**src/rtl/reg_file.sv**
```systemverilog
// rv32i integer register file: 31 stored registers (x0 hard-wired to zero),
// two combinational read ports and one synchronous write port with optional forwarding.
module reg_file #(
    parameter int unsigned WIDTH  = 32,
    parameter bit          BYPASS = 1'b1
) (
    input  logic             clk,
    input  logic             rst_n,
    input  logic             wen,
    input  logic [4:0]       rd,
    input  logic [WIDTH-1:0] wr_data,
    input  logic [4:0]       rs1,
    input  logic [4:0]       rs2,
    output logic [WIDTH-1:0] rd_data1,
    output logic [WIDTH-1:0] rd_data2
);

    localparam int unsigned NREGS = 32;

    logic [WIDTH-1:0] regs_q [1:NREGS-1];
    logic [WIDTH-1:0] regs_d [1:NREGS-1];
    logic             wr_en;
    logic             byp_en;

    // Writes to x0 have no storage to land in and are dropped here.
    assign wr_en  = wen && (rd != 5'd0);
    assign byp_en = BYPASS && rst_n && wr_en;

    always_comb begin
        regs_d = regs_q;
        if (wr_en) begin
            regs_d[rd] = wr_data;
        end
    end

    // Reset wins over a coincident write.
    always_ff @(posedge clk) begin
        if (!rst_n) begin
            for (int i = 1; i < NREGS; i++) begin
                regs_q[i] <= '0;
            end
        end else begin
            regs_q <= regs_d;
        end
    end

    // Forwarding only fires for rd != 0, so x0 always reads zero.
    always_comb begin
        rd_data1 = '0;
        rd_data2 = '0;
        if (rs1 != 5'd0) begin
            rd_data1 = regs_q[rs1];
        end
        if (rs2 != 5'd0) begin
            rd_data2 = regs_q[rs2];
        end
        if (byp_en && (rs1 == rd)) begin
            rd_data1 = wr_data;
        end
        if (byp_en && (rs2 == rd)) begin
            rd_data2 = wr_data;
        end
    end

endmodule
```
**config.mk**
```make
export PLATFORM = sky130hd
export DESIGN_NAME = reg_file
export DESIGN_NICKNAME = d
export VERILOG_FILES = /design/src/rtl/reg_file.sv
export SDC_FILE = /design/constraint.sdc
export NUM_CORES = 2
export LEC_CHECK = 0
export CELL_PAD_IN_SITES_DETAIL_PLACEMENT = 1
export CELL_PAD_IN_SITES_GLOBAL_PLACEMENT = 1
export CORE_ASPECT_RATIO = 1.2
export CORE_MARGIN = 4
export CORE_UTILIZATION = 33
export DETAILED_ROUTE_END_ITERATION = 12
export GPL_TIMING_DRIVEN = 0
export PLACE_DENSITY = 0.57
export SETUP_SLACK_MARGIN = 0.3
export SYNTH_ARGS = -nofsm -noshare
export SYNTH_HDL_FRONTEND = slang
export SYNTH_SLANG_ARGS = --single-unit
```
**constraint.sdc**
```tcl
create_clock -name clk -period 4.8 [get_ports clk]
set_clock_uncertainty 0.05 [all_clocks]
set_input_delay 0.72 -clock clk [delete_from_list [all_inputs] [get_ports clk]]
set_output_delay 0.72 -clock clk [all_outputs]
set_load 0.02 [all_outputs]
```
; ---- Word level (Yosys, flattened, before mapping)
; Cells that the tools add are included.
[op_classes]
n_lt_le_gt_ge = 4
bitwise_logic = 3
muxes = 13
n_reduce_logical = 8
eq_ne = 2
[op_table]
columns = cell, n
row1 = $bwmux 992, 1
row2 = $bmux 32 s5, 2
row3 = $mux 32, 9
row4 = $demux 32 s5, 1
row5 = $ge 6x6->1 const B, 3
row6 = $not 5->6, 3
row7 = $reduce_bool 5->1, 3
row8 = $eq 5x5->1, 2
row9 = $lt 6x1->1 const B, 1
row10 = $logic_and 1x1->1, 5
[totals]
input_bits = 50
regBits = 992
out_inout_bits = 64

; ---- Longest topological paths before layout
[depth]
depth_word = 6
mapped_depth = 10
depth_no_buf = 5

; ---- Worst setup path before layout
; No wires, ideal clock.
[synth_timing]
kind = input to output
startpoint = input port rd[4]
endpoint = output port rd_data2[0]
cell_stages = 8
t_required_ns = 4.030
setup_slack_ns = 1.392
arrival_ns = 2.638
cell_sequence = buf_2 > nor3_4 > a21oi_1 > and3_1 > buf_2 > a21o_1 > buf_6 > o41ai_1
[synth_via]
elab_chain_len = 5
elab_cells_between_ends = 6
classes_between = eq/ne: 1 / mux: 1 / reduce/logical: 4
[synth_lines]
columns = element, line
row1 = from (decl), 10  ; input logic [4:0] rd,
row2 = $reduce_bool 5->1, 26  ; assign wr_en = wen && (rd != 5'd0);
row3 = $logic_and 1x1->1, 26
row4 = $logic_and 1x1->1, 27  ; assign byp_en = BYPASS && rst_n && wr_en;
row5 = $logic_and 1x1->1 (*), 60  ; if (byp_en && (rs2 == rd)) begin
row6 = $mux 32 (*), 60
row7 = to (decl), 15  ; output logic [WIDTH-1:0] rd_data2
; Mark *: on every way between the ends. The rest lies on a longest branch, timed or not.

; ---- Worst setup path after layout
[layout_timing]
startpoint = input port rs2[2]
endpoint = output port rd_data2[26]
[layout_via]
elab_chain_len = 6
elab_cells_between_ends = 9
classes_between = eq/ne: 1 / mux: 5 / bitwise: 1 / reduce/logical: 2
[layout_lines]
columns = element, line
row1 = from (decl), 13  ; input logic [4:0] rs2,
row2 = $not 5->6 (implied by the code), 55  ; rd_data2 = regs_q[rs2];
row3 = $bmux 32 s5, 55
row4 = $mux 32 (implied by the code) (2 in a row), 55
row5 = $mux 32, 54  ; if (rs2 != 5'd0) begin
row6 = $mux 32 (*), 60
; Mark *: on every way between the ends. The rest lies on a longest branch, timed or not. The select of a mux whose other input is x is not followed.

==> reports/results.ini <==
[status]
status=finished, final reports clean

[yosys]
yosys.area_share.simple=0.172
ys_types=50
seq_area_frac_synth=0.371
synth_xor_area_frac=0.00164
synth_top_cell_area_share=0.371
synth_fa_ha_area_frac=0
synth_flop_cell=dfxtp_1
synth_seq_cells=992
synth_nets=5966
netlist_area_um2=53600
synth_cells=5916
synthMuxAreaShare=0.210
postSynthAreaPerCell_um2=9.05
synthTopCellsByArea=dfxtp_1, mux4_2, nand2_1
synth.largest_area_cell=dfxtp_1
synth_top_family_by_area=multiplexers
yosys_warnings=0
synth_edf_count=0
synth_compound_area_frac=0.188
async_flop_share=0

[timing]
final_hold_viol_count=0
max_freq_ghz=0.220
setup_viol=0
rsz0062_at_grt=no
relSlewSlack=0.0590
worst_pin_slew_ns=1.41
maxSlewViolCount=0
hold_slack_ns=0.259
post-route-min-period_ns=4.55
post-route-period-util=0.948

[detailed_routing]
ant_nets=0
vias_per_cell=5.94
first_pass_iters=5
routed_wirelength_um=296000
wl_per_cell_um=35.5
drc_errors=0
drtIter0Drc=4826
via_count=49600

[setup_path]
cp-start-kind=input port
end_kind=output pin
cp.buffers_inverters=3
crit_path_max_incr_delay_ns=0.85
critPathRequiredTime_ns=4.03
crit_arrival_ns=3.78
critical_path_class=input port to output pin
crit_family=buffers and inverters
cp_cell_sequence=buf_4 -> clkdlybuf4s15_1 -> mux2_2 -> a221oi_1 -> nor3_2 -> nor2_1 -> o41ai_4 -> dlygate4sd2_1
crit_fanout=10
cpMaxStageDelayCell=clkdlybuf4s15_1

[power_and_ir_drop]
netSwitchingPower_uw=5890
swShare=0.289
clkPwrFrac=0.461
power_frac_comb=0.129
p_per_area_nw_per_um2=326
p_leak_uw=0.0205
totalPowerFinal_uw=20400
ir_drop_mv=0.290
seqPwrFrac=0.410
p_int_uw=14500

[layout]
fin_area_um2=62500
layout_commonest_cell=nand2_1
largest_reg_flops=992
fill_cells=18400
syn_to_final_growth_pct=16.7
instances_no_fill=8343
top_register=regs_q
nets=6169
layout_common_cells=nand2_1, dfxtp_1, a21boi_0, mux4_2, clkbuf_1
top_regs=regs_q: 992 flops
drive_above_1_share=0.183

[grt]
antenna_found_initial=12
grt_pass1_vias=49800
grt_max_degree=15
grt_pass1_wl_um=402000
grt.overflow.total=0
grt_usage=0.341

[floorplan]
die_x_um=376
core_um2=161000
row_count=161
die_area_um2=169000
die_h_um=449
design.portCount=114
initial_utilization=0.333

[clock_network]
htreeDepth=3
cts_sinks=992
cts_tree=done
ctsLongestPathBuffers=3
cts_root_buf=clkbuf_16
clk_latency_ns=0.77
clkTransAtPathRegs_ns=0.06
cts_buffers=114

[placement]
dp_cells=8115
io_buffers=73
dp_hpwl_um=234000
placed_area_um2=57000
gp_congestion=1.02

[flow_run]
drv_cap=0

[hold_path]
hold_class=input port to register

==> through the flow <==
stage | util | setup TNS (ns) | setup slack [ns]
final | 0.388 | 0 | 0.251
after global routing | 0.388 | 0 | 0.302
after CTS | 0.388 | 0 | 0.0596
after detailed placement | 0.354 | -68.31 | -1.54
after global placement | 0.354 | -82.91 | -2.19
after floorplan | - | 0 | 1.39
==> what timing repair did <==
item                       4_1_cts  5_1_grt
buffers inserted                 7        2
gates resized for setup        414       37
hold buffers                     0        0
pin swaps                       14        3
setup endpoints to repair       64       31
==> cell usage after synthesis (2+ instances only) <==
cell       number
nand3b_1        6
clkbuf_1      415
a21boi_0      877
nor2b_1        49
and3_1          3
a22oi_1        14
mux4_2        424
a221o_1        20
nor3b_1         3
o22ai_1       105
mux2_2         69
buf_1           9
o21ai_0         9
buf_2         108
buf_8           9
a211oi_1       41
clkbuf_2        3
or2_2           6
or3_1           3
dfxtp_1       992
nor2_1         96
buf_4          64
a22o_1         14
nor2_2          7
xor2_1         10
a21oi_1        35
nand3_1         7
mux2i_1        92
o41ai_1        39
and2_1          5
a21boi_1      115
nor3_1         43
a32o_1         10
a2111oi_0       3
and3b_1         2
nand2b_1       21
nor4_1          4
or3b_2          2
a221oi_1       58
o2111ai_1       2
buf_6          28
nand2_1      2086
==> worst min-delay path, stage by stage <==
cell	delay, ns
buf_4	0.16
nand2_1	0.06
a21boi_0	0.06
==> path summary, 6_finish.rpt <==
path	cells after the start	from	end	slack, ns
worst max-delay path	8	rs2[2]	rd_data2[26]	0.25
worst min-delay path	3	wr_data[18]	regs_q[50]$_SDFFE_PN0P_	0.26
worst max register to register	2	regs_q[881]$_SDFFE_PN0P_	regs_q[881]$_SDFFE_PN0P_	3.98
worst min register to register	2	regs_q[226]$_SDFFE_PN0P_	regs_q[226]$_SDFFE_PN0P_	0.42
==> area by class of cell <==
type | count | area [um^2] | share of cell area
Clock inverter | 30 | 362 | 0.00578
Tap cell | 2119 | 2650 | 0.0424
Buffer | 634 | 3590 | 0.0574
Timing Repair Buffer | 89 | 815 | 0.0130
Clock buffer | 180 | 3520 | 0.0563
Sequential cell | 992 | 19900 | 0.318
Multi-Input combinational cell | 4288 | 31700 | 0.507
Antenna cell | 11 | 27.5 | 0.000440
==> routing by layer <==
metal,wire length [um],vias to the layer above,track usage
met5,28,-,0
met4,24000,4,0.236
met3,22900,715,0.0678
met2,134000,2266,0.546
met1,115000,25500,0.414
li1,-,21100,-
==> power groups by stage <==
stage / clock [uW] / combinational (uW) / sequential [uW]
2_1_floorplan: 0 / 1210 / 8500
3_3_place_gp: 0 / 2430 / 8520
3_5_place_dp: 0 / 2450 / 8530
4_1_cts: 9460 / 2560 / 8340
5_1_grt: 9780 / 2640 / 8350
6_report: 9390 / 2640 / 8350
==> logic make-up (layout without fill, tap and decap cells) <==
| logic type | count (synthesis) | in the layout |
|---|---|---|
| simple gates | 2347 | 2347 |
| compound gates | 1346 | 1346 |
| flops | 992 | 992 |
| buf+inv | 636 | 933 |
| mux | 585 | 585 |
| xor+xnor | 10 | 10 |
| other cells | 0 | 11 |
Power figures use the tool's default switching activity.
